<file path="src/rtl/cpu_defs_pkg.sv">
// Shared CPU definitions: fetch queue entry layout plus the issue-stage state
// and bundle types.
package cpu_defs;

  localparam int unsigned FETCH_NUM = 2;
  localparam int unsigned ISSUE_NUM = 2;

  typedef enum logic [2:0] {
    ControlFlow_None,
    ControlFlow_Branch,
    ControlFlow_Jump,
    ControlFlow_JumpReg,
    ControlFlow_Call,
    ControlFlow_Return
  } controlflow_t;

  typedef struct packed {
    logic         taken;
    controlflow_t cf;
    logic [31:0]  target;
  } branch_predict_t;

  typedef struct packed {
    logic       valid;
    logic       tlb_miss;
    logic [4:0] exc_code;
  } addr_ex_t;

  typedef struct packed {
    logic            valid;
    logic [31:0]     vaddr;
    logic [31:0]     instr;
    branch_predict_t branch_predict;
    addr_ex_t        iaddr_ex;
  } fetch_entry_t;

  typedef logic [1:0] fetch_ack_t;

  typedef enum logic {
    ISSUE_RUN,
    ISSUE_WAIT_DS
  } issue_state_t;

  typedef struct packed {
    logic         valid;
    logic         is_ds;
    fetch_entry_t entry;
  } issue_bundle_t;

  function automatic logic is_branch(input fetch_entry_t e);
    return e.branch_predict.cf != ControlFlow_None;
  endfunction

endpackage

</file>
<file path="src/rtl/instr_issue_stage_pair.sv">
// MIPS pairing rules for the two fetch-queue heads: how many issue this cycle,
// which slot is a delay slot, and whether a branch is waiting for its delay slot.
module issue_pair_logic
  import cpu_defs::*;
(
  input  fetch_entry_t e0_i,
  input  fetch_entry_t e1_i,
  output fetch_ack_t   take_o,
  output logic [1:0]   isDs_o,
  output logic         waitDs_o
);

  // A branch in slot 1 is held back so it can pair with its delay slot next cycle.
  always_comb begin
    take_o   = 2'd0;
    isDs_o   = 2'b00;
    waitDs_o = 1'b0;
    if (!e0_i.valid) begin
      take_o = 2'd0;
    end else if (e0_i.iaddr_ex.valid) begin
      take_o = 2'd1;
    end else if (is_branch(e0_i)) begin
      if (e1_i.valid) begin
        take_o = 2'd2;
        isDs_o = 2'b10;
      end else begin
        waitDs_o = 1'b1;
      end
    end else if (e1_i.valid && !e1_i.iaddr_ex.valid && !is_branch(e1_i)) begin
      take_o = 2'd2;
    end else begin
      take_o = 2'd1;
    end
  end

endmodule

</file>
<file path="src/rtl/instr_issue_stage.sv">
// Issue stage: pairs fetch-queue heads into bundles of up to two and registers them.
// Optional delay-slot wait counter enabled by defining ISSUE_HOLD_CNT_EN.
module instr_issue_stage
  import cpu_defs::*;
#(
  parameter int unsigned ISSUE_NUM = 2
`ifdef ISSUE_HOLD_CNT_EN
  , parameter int unsigned HOLD_CNT_WIDTH = 16
`endif
) (
  input  logic                          clk,
  input  logic                          rst_n,
  input  logic                          flush_i,
  input  logic                          stall_i,
  input  fetch_entry_t [FETCH_NUM-1:0]  fetch_entry_i,
  output fetch_ack_t                    fetch_ack_o,
  output logic [ISSUE_NUM-1:0]          issue_valid_o,
  output fetch_entry_t [ISSUE_NUM-1:0]  issue_entry_o,
  output logic [ISSUE_NUM-1:0]          issue_is_ds_o
`ifdef ISSUE_HOLD_CNT_EN
  , output logic [HOLD_CNT_WIDTH-1:0]   hold_count_o
`endif
);

  if (ISSUE_NUM != 2) begin : gBadIssueNum
    $error("instr_issue_stage supports only ISSUE_NUM == 2");
  end

  issue_state_t                  state_q, state_d;
  issue_bundle_t [ISSUE_NUM-1:0] bundle_q, bundle_d;
  fetch_ack_t                    take, takeEff;
  logic [1:0]                    isDs;
  logic                          waitDs;

  issue_pair_logic uPair (
    .e0_i     (fetch_entry_i[0]),
    .e1_i     (fetch_entry_i[1]),
    .take_o   (take),
    .isDs_o   (isDs),
    .waitDs_o (waitDs)
  );

  assign takeEff     = (state_q == ISSUE_WAIT_DS && !fetch_entry_i[1].valid) ? 2'd0 : take;
  assign fetch_ack_o = (!rst_n || stall_i || flush_i) ? 2'd0 : takeEff;

  always_comb begin
    state_d  = state_q;
    bundle_d = bundle_q;
    if (flush_i) begin
      state_d = ISSUE_RUN;
      for (int i = 0; i < ISSUE_NUM; i++) begin
        bundle_d[i].valid = 1'b0;
        bundle_d[i].is_ds = 1'b0;
      end
    end else if (!stall_i) begin
      state_d = waitDs ? ISSUE_WAIT_DS : ISSUE_RUN;
      for (int i = 0; i < ISSUE_NUM; i++) begin
        bundle_d[i].valid = (i < int'(takeEff));
        bundle_d[i].is_ds = isDs[i];
        bundle_d[i].entry = fetch_entry_i[i];
      end
    end
  end

  always_ff @(posedge clk or negedge rst_n) begin
    if (!rst_n) begin
      state_q  <= ISSUE_RUN;
      bundle_q <= '0;
    end else begin
      state_q  <= state_d;
      bundle_q <= bundle_d;
    end
  end

  for (genvar gi = 0; gi < ISSUE_NUM; gi++) begin : gOut
    assign issue_valid_o[gi] = bundle_q[gi].valid;
    assign issue_is_ds_o[gi] = bundle_q[gi].is_ds;
    assign issue_entry_o[gi] = bundle_q[gi].entry;
  end

`ifdef ISSUE_HOLD_CNT_EN
  localparam logic [HOLD_CNT_WIDTH-1:0] HoldOne = 1;
  logic [HOLD_CNT_WIDTH-1:0] holdCount_q, holdCount_d;

  // Counts waiting cycles that the stage actually spends idle, saturating at all-ones.
  always_comb begin
    holdCount_d = holdCount_q;
    if (waitDs && !stall_i && !flush_i && holdCount_q != '1)
      holdCount_d = holdCount_q + HoldOne;
  end

  always_ff @(posedge clk or negedge rst_n) begin
    if (!rst_n) holdCount_q <= '0;
    else        holdCount_q <= holdCount_d;
  end

  assign hold_count_o = holdCount_q;
`endif

endmodule

</file>
<file path="config.mk">
export PLATFORM = sky130hd
export DESIGN_NAME = instr_issue_stage
export DESIGN_NICKNAME = d
export VERILOG_FILES = /design/src/rtl/cpu_defs_pkg.sv /design/src/rtl/instr_issue_stage_pair.sv /design/src/rtl/instr_issue_stage.sv
export SDC_FILE = /design/constraint.sdc
export NUM_CORES = 1
export LEC_CHECK = 0
export CAP_MARGIN = 5
export CORE_AREA = 8 8 167 169
export CTS_CLUSTER_DIAMETER = 60
export DETAILED_ROUTE_END_ITERATION = 12
export DIE_AREA = 0 0 175 177
export PLACE_DENSITY = 0.81
export SLEW_MARGIN = 40
export SYNTH_ARGS = -nofsm -noshare
export SYNTH_HDL_FRONTEND = slang
export SYNTH_SLANG_ARGS = --single-unit
</file>
<file path="constraint.sdc">
create_clock -name clk -period 1.1 [get_ports clk]
set_clock_uncertainty 0.15 [all_clocks]
set_input_delay 0.11 -clock clk [delete_from_list [all_inputs] [get_ports clk]]
set_output_delay 0.11 -clock clk [all_outputs]
set_load 0.05 [all_outputs]
</file>
==> results.yml, run 1 <==
power_and_ir_drop:
  ir_drop_mv: 1.736
  p_leak_nw: 7.502
  power_density_nw_per_um2: 1866
logic_synthesis:
  syn_nets: 705
  ys_warn_count: 0
  synth_cell_types: 21
  syn_area_per_cell_um2: 16.98
  synth_top_flop_cell: "dfrtp_1"
  netlist_area_um2: 8233
  synth_cells: 485
  ys_ff_latch: 220
  async_flop_share_pct: 100.0
  synth_edf_count: 0
  seq_area_frac_synth_pct: 66.87
cts:
  h-tree-depth: 1
  cts_buffers: 27
  clock_sinks: 220
  cts_tree: "built"
  clk_pin_slew_ns: 0.06
  ctsLongestPathBuffers: 3
  ctsRootBufferMaster: "clkbuf_16"
  clock_latency_ns: 0.51
critical_path:
  crit_path_max_incr_delay_ns: 0.41
  critPathMaxFanout: 2
  crit_type: "reg -> out"
  end_kind: "primary output"
  worstPathBufferInverterCount: 1
  cp.depth: 3
  cpLargestDelayFamily: "flip-flops"
  worstRegToRegCells: 5
  cp-start-kind: "flip-flop"
  critPathArrivalTime_ns: 1.41
  reg2reg_to: "issue_valid_o[0]"
  rrSetupSlack_ns: -0.18
  critPathSlowestCell: "dfrtp_1"
  cp_data_required_time_ns: 0.84
  regToRegStartpoint: "state_q"
  cp_cell_sequence: "a21oi_4, o211a_4, buf_12"
placement:
  hpwlAfterDp_um: 23770
  pre_cts_ws_ns: -0.8033
  place.gp.congestion: 0.7955
  place_area_um2: 15770
  io_buffers: 440
finish:
  layout-drive-gt1-share_pct: 65.07
  n_antenna_cell: 0
  fin_nets: 1264
  syn_to_final_growth_pct: 112.8
  final_area_um2: 17520
  fillCellCount: 1545
routing:
  via_per_inst: 4.570
  finalWirelength_um: 32580
  antenna_left: 0
  drtPass1Iterations: 4
  met3_length_um: 2506
  wl_per_cell_um: 23.32
  drc: 0
  met1_length_um: 11010
  vias: 6384
  dr_wl_met2_um: 18260
  top_layer_used: "met4"
  drt_iter0_drc: 284
timing:
  whs_ns: -0.2519
  fin_crit_ns: 1.672
  setup_slack_ns: -0.5718
  rsz0062_at_grt: "yes"
  tightest_slew_ns: 0.5648
  drv_slew: 0
  setup_viol: 233
  max_freq_mhz: 598.2
  period_share_pct: 152.0
  final-hold-violation-count: 97
  maxSlewHeadroom_pct: 62.35
grt:
  grt_remaining_overflow: 0
  grt_pass1_wl_um: 47360
  grt_pass1_vias: 7470
  grt_usage_pct: 19.74
  grt_max_degree: 98
  antenna_found_initial: 1
floorplanning:
  die_w_um: 175
  die_height_um: 177
  initial_core_util_pct: 32.33
  dieArea_um2: 30980
  pin_count: 442
  rows: 59
  core_region_area_um2: 25470
hold_path:
  hold_depth: 3
  worstHoldStart: "flush_i"
  worst_hold_path.endpoint: "issue_entry_o[107]"
  hold_class: "in -> reg"
run_status:
  violations: "negative hold slack, negative setup slack"
  outcome: "complete, but fails checks"
flow_run:
  cap_violations: 0
[repair_timing]
item,in CTS,in global routing
hold endpoints to repair,232,70
gates resized for setup,70,46
endpoints found under the setup margin,437,400
cloned,3,1
hold buffers,8,3
buffers inserted,39,29
pin swaps,6,5
[registers in the layout, summed over array words and instances, names as in the netlist]
register	cells
state_q	1
issue_entry_o	216
issue_valid_o	2
issue_is_ds_o	1
[metrics by stage]
| stage | utilization [%] | hold slack, ns | std cells | TNS [ns] | power, mW |
|---|---|---|---|---|---|
| after floorplan | - | -0.3356 | 485 | -19.13 | 15.64 |
| after global placement | 61.91 | -0.002002 | 1280 | -157.74 | 22.83 |
| after detailed placement | 61.91 | 0.0003099 | 1280 | -165.77 | 23.13 |
| after CTS | 67.64 | -0.3388 | 1377 | -63.87 | 32.64 |
| after global routing | 68.77 | -0.2669 | 1397 | -66.55 | 33.73 |
| final | 68.77 | -0.2519 | 1397 | -57.13 | 32.69 |
[worst max path at each step]
| stage | slack [ns] | endpoint | start |
|---|---|---|---|
| 2_1_floorplan | -0.16 | fetch_ack_o[1] | flush_i |
| 3_3_place_gp | -0.76 | issue_entry_o[117] | flush_i |
| 3_5_place_dp | -0.80 | issue_entry_o[130] | stall_i |
| 4_1_cts | -0.58 | fetch_ack_o[0] | state_q |
| 5_1_grt | -0.62 | fetch_ack_o[0] | state_q |
| 6_report | -0.57 | fetch_ack_o[0] | state_q |
[cells by family (layout without fill, tap and decap cells)]
logic type / count (synthesis) / count (layout) / share of synthesized area [%]
DFF: 220 / 220 / 66.87
muxes: 215 / 215 / 29.41
buffers and inverters: 26 / 603 / 2.006
and+or+nand+nor: 15 / 15 / 1.018
AOI/OAI and AO/OA: 8 / 8 / 0.6536
other: 1 / 1 / 0.04555
[layout make-up]
| class | instances | area, um2 | area share [%] |
|---|---|---|---|
| clock inverter | 7 | 123.9 | 0.7072 |
| tap | 335 | 419.2 | 2.393 |
| timing repair buffer | 554 | 7863 | 44.89 |
| clock buffer | 40 | 784.5 | 4.479 |
| inverter | 2 | 7.507 | 0.04286 |
| sequential | 220 | 5617 | 32.07 |
| multi-input combinational | 239 | 2701 | 15.42 |
[Yosys cell counts (all sizes together) (2+ instances only)]
master    n  area [um2]
mux2    215        2421
inv       2       7.510
buf      24       157.7
or3       2       12.51
nor2b     2       12.51
o21ai     2       10.01
nor2      2       15.01
dfrtp   220        5505
nand2     5       18.77
a21oi     2       10.01
[per-layer routing]
layer / GRT usage (%) / vias up
met5: 0 / -
met2: 37.89 / 275
met1: 20.30 / 3223
met4: 5.652 / 0
li1: - / 2833
met3: 5.995 / 53
[layout by cell type (no fill, tap or decap), types with 2 or more instances in the layout]
master and count:
o21ai_0 2, mux2_2 202, buf_16 2, mux2_4 13, dfrtp_1 131, clkbuf_8 6, clkbuf_16 28, a21oi_4 2
dfrtp_2 89, nand2_1 5, buf_8 5, dlygate4sd2_1 3, buf_2 4, nor2_4 2, dlygate4sd3_1 8, inv_1 2
bufinv_16 3, buf_6 29, buf_12 237, buf_4 58, clkdlybuf4s50_1 206, clkbuf_1 7
[power by group]
group	switching [mW]	leakage [nW]	internal, mW
sequential	1.39	2.50	9.38
clock	3.43	0.445	5.62
combinational	6.08	4.56	6.78
total	10.9	7.50	21.8
[worst register-to-register path, stage by stage (launching register included)]
cell and delay [ns]:
dfrtp_1 0.40, a21oi_4 0.08, buf_4 0.14, buf_6 0.10, buf_4 0.12, a22o_1 0.19
(Power assumes the default switching activity.)
==> run 2, diff against run 1 <==
--- a/config.mk
+++ b/config.mk
@@ -5,12 +5,13 @@
 export SDC_FILE = /design/constraint.sdc
 export NUM_CORES = 1
 export LEC_CHECK = 0
+export ABC_AREA = 1
 export CAP_MARGIN = 5
-export CORE_AREA = 8 8 167 169
+export CORE_AREA = 8 8 166 168
 export CTS_CLUSTER_DIAMETER = 60
 export DETAILED_ROUTE_END_ITERATION = 12
-export DIE_AREA = 0 0 175 177
-export PLACE_DENSITY = 0.81
+export DIE_AREA = 0 0 174 176
+export PLACE_DENSITY = 0.82
 export SLEW_MARGIN = 40
 export SYNTH_ARGS = -nofsm -noshare
 export SYNTH_HDL_FRONTEND = slang
==> run 2 against run 1 <==
Effect of this change:
- the flow finishes with violations (negative setup slack)
- combinational power hardly changed
- via count is 69% higher
- non-clock buffer count is 238 higher
- synthesized cell count is 95% higher
- cell count is 48% higher
- highest routed layer unchanged
==> results.yml, run 2 <==
logic_synthesis:
  ys_ff_latch: 220
  ys_top_cells_by_area: "dfrtp_1 (66%), nand2_1 (29%), buf_2 (2.3%)"
  ys_warn_count: 0
  syn_nets: 1167
  syn_area_per_cell_um2: 8.785
  synth_top_flop_cell: "dfrtp_1"
  synth_edf_count: 0
  synth_cells: 947
  synth_most_common_cell: "nand2_1"
  async_flop_share_pct: 100.0
  synth_top_area_share_pct: 66.18
  synth_top_cell_by_area: "dfrtp_1"
  netlist_area_um2: 8319
  synth_common_cells: "nand2_1 (653), dfrtp_1 (220), buf_2 (39), clkbuf_1 (7), nor2_1 (7)"
  synth_cell_types: 17
  seq_area_frac_synth_pct: 66.18
timing:
  max_freq_mhz: 521.8
  setup_slack_ns: -0.8163
  rsz0062_at_grt: "yes"
  period_share_pct: 174.2
  whs_ns: 0.004007
  fin_crit_ns: 1.916
  fin_tns_setup_ns: -63.56
  setup_viol: 233
  drv_slew: 0
  final-hold-violation-count: 0
cts:
  clk_pin_slew_ns: 0.06
  cts_buffers: 27
  h-tree-depth: 1
  ctsLongestPathBuffers: 3
  ctsRootBufferMaster: "clkbuf_16"
  clock_latency_ns: 0.53
  clock_sinks: 220
  cts_tree: "built"
routing:
  finalWirelength_um: 51410
  via_per_inst: 5.198
  wl_per_cell_um: 24.81
  drt_iter0_drc: 1098
  antenna_left: 0
  drtPass1Iterations: 7
  vias: 10770
  drc: 0
critical_path:
  critPathSlowestCell: "dfrtp_1"
  end_kind: "primary output"
  crit_path_max_incr_delay_ns: 0.39
  cp-start-kind: "flip-flop"
  cp_cell_sequence: "a21boi_2, nand2_2, nor3_4, buf_12"
  critPathArrivalTime_ns: 1.66
  critPathMaxFanout: 3
  crit_type: "reg -> out"
  cp_data_required_time_ns: 0.84
floorplanning:
  die_height_um: 176
  rows: 58
  dieArea_um2: 30620
  pin_count: 442
  core_region_area_um2: 24820
  die_w_um: 174
  initial_core_util_pct: 33.52
power_and_ir_drop:
  p_seq_share_pct: 32.8
  p_leak_nw: 9.654
  intPower_mw: 20.21
  p_sw_share_pct: 36.24
  power_density_nw_per_um2: 1633
  power.switching_mw: 11.49
  power_frac_clock_pct: 27.5
  comb_power_share_pct: 39.7
  ir_drop_mv: 1.578
  total_power_mw: 31.70
placement:
  io_buffers: 440
  pre_cts_ws_ns: -0.7524
  hpwlAfterDp_um: 25720
  dp_cells: 1709
  place.gp.congestion: 0.8211
  place_area_um2: 15560
finish:
  syn_to_final_growth_pct: 133.3
  largest_reg_flops: 216
  final_cells: 2072
  post-route-util_pct: 78.21
  fin_nets: 1940
  layout-drive-gt1-share_pct: 26.57
  final_cell_mix: "nand2_1 (648), buf_12 (227), clkdlybuf4s50_1 (216), dfrtp_1 (216), dlygate4sd3_1 (176)"
  final_area_um2: 19410
  layout.cells.most_common: "nand2_1"
grt:
  grt_remaining_overflow: 0
  grt_max_degree: 52
  grt_usage_pct: 28.68
  antenna_found_initial: 3
  grt_pass1_wl_um: 68300
  grt_pass1_vias: 11390
run_status:
  violations: "negative setup slack"
  outcome: "complete, but fails checks"
hold_path:
  hold_class: "in -> reg"
flow_run:
  cap_violations: 0
run 2: cell count changes in the layout (fill, tap and decap cells not counted), moves of 10 or more:
cell / before / now
dfrtp_1: 131 / 216
buf_6: 29 / 5
buf_12: 237 / 227
dfrtp_2: 89 / 4
clkdlybuf4s50_1: 206 / 216
mux2_4: 13 / 0
mux2_2: 202 / 0
dlygate4sd3_1: 8 / 176
nand2_1: 5 / 648
buf_4: 58 / 155
run 2: final timing paths:
path | end | slack (ns) | cells after the start | startpoint
max in group asynchronous | issue_entry_o[104] | 0.11 | 4 | rst_n
worst min-delay path | issue_entry_o[200] | 0.004 | 3 | fetch_entry_i[200]
min in group asynchronous | issue_entry_o[32] | 0.03 | 3 | rst_n
worst max register to register | issue_valid_o[1] | -0.18 | 4 | state_q
worst min register to register | issue_entry_o[36] | 0.38 | 2 | issue_entry_o[36]
worst max-delay path | fetch_ack_o[0] | -0.82 | 4 | state_q
run 2: cell families after synthesis:
group                  share of synthesized area [%]
other                                        0.04508
flip-flops                                     66.18
AO/OA/AOI/OAI                                 0.3610
buffers and inverters                          3.113
AND/OR/NAND/NOR                                30.31
run 2: worst max-delay path: cells and delay by family (launching register included):
family / cells / cell delay, ns
AOI/OAI and AO/OA: 1 / 0.24
DFF: 1 / 0.39
and+or+nand+nor: 2 / 0.34
buffers and inverters: 1 / 0.16
run 2: final cells by class:
cell class / count / area (um2)
Clock inverter: 11 / 78.83
Multi-Input combinational cell: 673 / 2613
Clock buffer: 37 / 773.2
Sequential cell: 220 / 5510
Inverter: 6 / 27.53
Tap cell: 330 / 412.9
Fill cell: 1152 / 5408
Antenna cell: 3 / 7.507
Timing Repair Buffer: 792 / 9988
run 2: power groups by stage:
stage               logic (mW)  registers [mW]  clock network [mW]
CTS                       11.6            10.2                8.71
floorplan                 1.07            13.3                   0
global route              12.9            10.5                9.17
finish                    12.6            10.4                8.71
global placement          10.3            10.3                   0
detailed placement        10.5            10.4                   0
run 2: metal layers:
metal  wire, um  up-vias  global-route usage (%)
li1           -     4390                       -
met1      16960     5280                   29.58
met2      26190      857                   51.94
met3       5002      244                   9.186
met4       3257        0                   14.29
met5          0        -                       0
run 2: timing repair:
item / 4_1_cts / 5_1_grt
cloned: 5 / 0
resized for setup: 19 / 15
endpoints found under the setup margin: 266 / 253
hold buffers: 173 / 3
buffers inserted: 47 / 85
pin swaps: 5 / 4
hold endpoints to repair: 394 / 3
==> run 3, diff against run 2 <==
--- a/config.mk
+++ b/config.mk
@@ -8,6 +8,7 @@
 export ABC_AREA = 1
 export CAP_MARGIN = 5
 export CORE_AREA = 8 8 166 168
+export CTS_BUF_LIST = sky130_fd_sc_hd__clkbuf_16
 export CTS_CLUSTER_DIAMETER = 60
 export DETAILED_ROUTE_END_ITERATION = 12
 export DIE_AREA = 0 0 174 176
==> run 3 against run 2 <==
Effect of this change:
- the run ends with negative hold slack, negative setup slack left
- total power shrank 1.5%
- global-route usage is 0.45 points higher
- cell count down 0.24%
- clock power is 5.1% lower
- critical path depth unchanged
- sequential power barely moved
- worst setup slack better by 0.031 ns
- sequential share of layout area about the same
- via count decreased by 0.52%
- non-clock buffer count is 6 lower
- maximum frequency is 1.6% higher
- critical endpoint is now fetch_ack_o[1]
- largest cell class unchanged
- highest routed layer is now met5
==> results.yml, run 3 (same netlist as run 2, synthesis figures left out) <==
finish:
  final_cell_mix: "nand2_1 (647), buf_12 (227), dfrtp_1 (216)"
  layout-drive-gt1-share_pct: 25.91
  layout.cells.most_common: "nand2_1"
  syn_to_final_growth_pct: 133.1
  largest_reg_flops: 216
  fin_nets: 1934
power_and_ir_drop:
  ir_drop_mv: 1.532
  p_leak_nw: 9.662
  power_density_nw_per_um2: 1609
critical_path:
  crit_path_max_incr_delay_ns: 0.39
  end_kind: "primary output"
  cpLargestDelayFamily: "flip-flops"
  crit_type: "reg -> out"
  cp_data_required_time_ns: 0.84
  rrSetupSlack_ns: -0.14
  critPathMaxFanout: 3
  worstPathBufferInverterCount: 1
  cp-start-kind: "flip-flop"
  critPathArrivalTime_ns: 1.63
  critPathSlowestCell: "dfrtp_1"
  cp_cell_sequence: "a21boi_2, nand4_1, nor2_4, buf_12"
cts:
  cts_buffers: 27
  ctsLongestPathBuffers: 3
  clock_latency_ns: 0.53
  ctsRootBufferMaster: "clkbuf_16"
  cts_tree: "built"
  clock_sinks: 220
  h-tree-depth: 1
  clk_pin_slew_ns: 0.06
grt:
  grt_usage_pct: 29.13
  grt_pass1_wl_um: 69220
  grt_max_degree: 52
  grt_pass1_vias: 11560
  antenna_found_initial: 5
  grt_remaining_overflow: 0
placement:
  place.gp.congestion: 0.8211
  hpwlAfterDp_um: 25720
  io_buffers: 440
  pre_cts_ws_ns: -0.7524
timing:
  setup_viol: 233
  period_share_pct: 171.4
  fin_crit_ns: 1.886
  final-hold-violation-count: 2
  rsz0062_at_grt: "yes"
  whs_ns: -0.1959
  setup_slack_ns: -0.7855
  drv_slew: 0
  max_freq_mhz: 530.4
run_status:
  violations: "negative hold slack, negative setup slack"
  outcome: "complete, but fails checks"
floorplanning:
  pin_count: 442
  rows: 58
  dieArea_um2: 30620
  core_region_area_um2: 24820
  initial_core_util_pct: 33.52
  die_w_um: 174
  die_height_um: 176
routing:
  drt_iter0_drc: 948
  via_per_inst: 5.184
  vias: 10720
  finalWirelength_um: 51420
  drc: 0
  drtPass1Iterations: 5
  wl_per_cell_um: 24.88
  antenna_left: 0
hold_path:
  hold_class: "in -> reg"
flow_run:
  cap_violations: 0
## run 3: cell count changes in the layout (fill, tap and decap cells not counted), moves of 3 or more
cell	previous run	this run
buf_6	5	2
clkbuf_8	6	0
bufbuf_16	1	6
buf_16	8	5
clkinv_1	0	6
buf_4	155	146
clkbuf_1	4	0
dlygate4sd3_1	176	180
inv_1	4	8
## run 3: worst reg2reg max path, cell delays in order, from the launching register on
cell and delay, ns:
dfrtp_1 0.39, a21boi_2 0.21, nand4_1 0.20, buf_4 0.19
nand2_2 0.04
## run 3: power breakdown
part,internal (mW),leakage [nW],switching [mW]
clock,4.49,0.407,3.78
sequential,9.10,2.72,1.28
combinational,6.15,6.53,6.41
## run 3: repair_timing
| item | CTS | global route |
|---|---|---|
| gates cloned | 7 | 1 |
| pin swaps | 5 | 3 |
| endpoints found under the hold margin | 398 | 5 |
| endpoints found under the setup margin | 270 | 289 |
| resized for setup | 10 | 20 |
| hold buffers | 177 | 3 |
| setup buffers | 48 | 70 |
## run 3: layout make-up
cell class / count / area, um2
Tap cell: 330 / 412.9
Sequential cell: 220 / 5510
Inverter: 6 / 27.53
Clock inverter: 21 / 116.4
Antenna cell: 4 / 10.01
Timing Repair Buffer: 786 / 10020
Fill cell: 1169 / 5424
Clock buffer: 27 / 675.6
Multi-Input combinational cell: 673 / 2620
## run 3: final timing paths
kind | depth (start not counted) | start | endpoint
min in group asynchronous | 3 | rst_n | issue_valid_o[0]
hold reg to reg | 2 | issue_entry_o[180] | issue_entry_o[180]
max in group asynchronous | 4 | rst_n | issue_entry_o[120]
setup reg to reg | 4 | state_q | issue_valid_o[1]
setup / recovery | 4 | state_q | fetch_ack_o[1]
hold / removal | 3 | fetch_entry_i[41] | issue_entry_o[41]
## run 3: layer usage
metal  up-vias  track usage (%)  wire length [um]
met3       270            9.784              5171
met1      5213            29.26             16730
li1       4384                -                 -
met5         -                0                24
met2       844            52.21             25800
met4         4            17.03              3696
## run 3: per-stage QoR
stage	total power [mW]	area (um2)	utilization [%]	std cells	setup TNS, ns
after global placement	20.65	15560	62.70	1709	-111.19
after global routing	32.02	19390	78.14	2066	-68.53
after CTS	30.10	18760	75.57	1989	-64.71
after detailed placement	20.91	15560	62.70	1709	-116.59
final	31.21	19390	78.15	2067	-62.01
after floorplan	14.37	8353	-	947	-0.4295
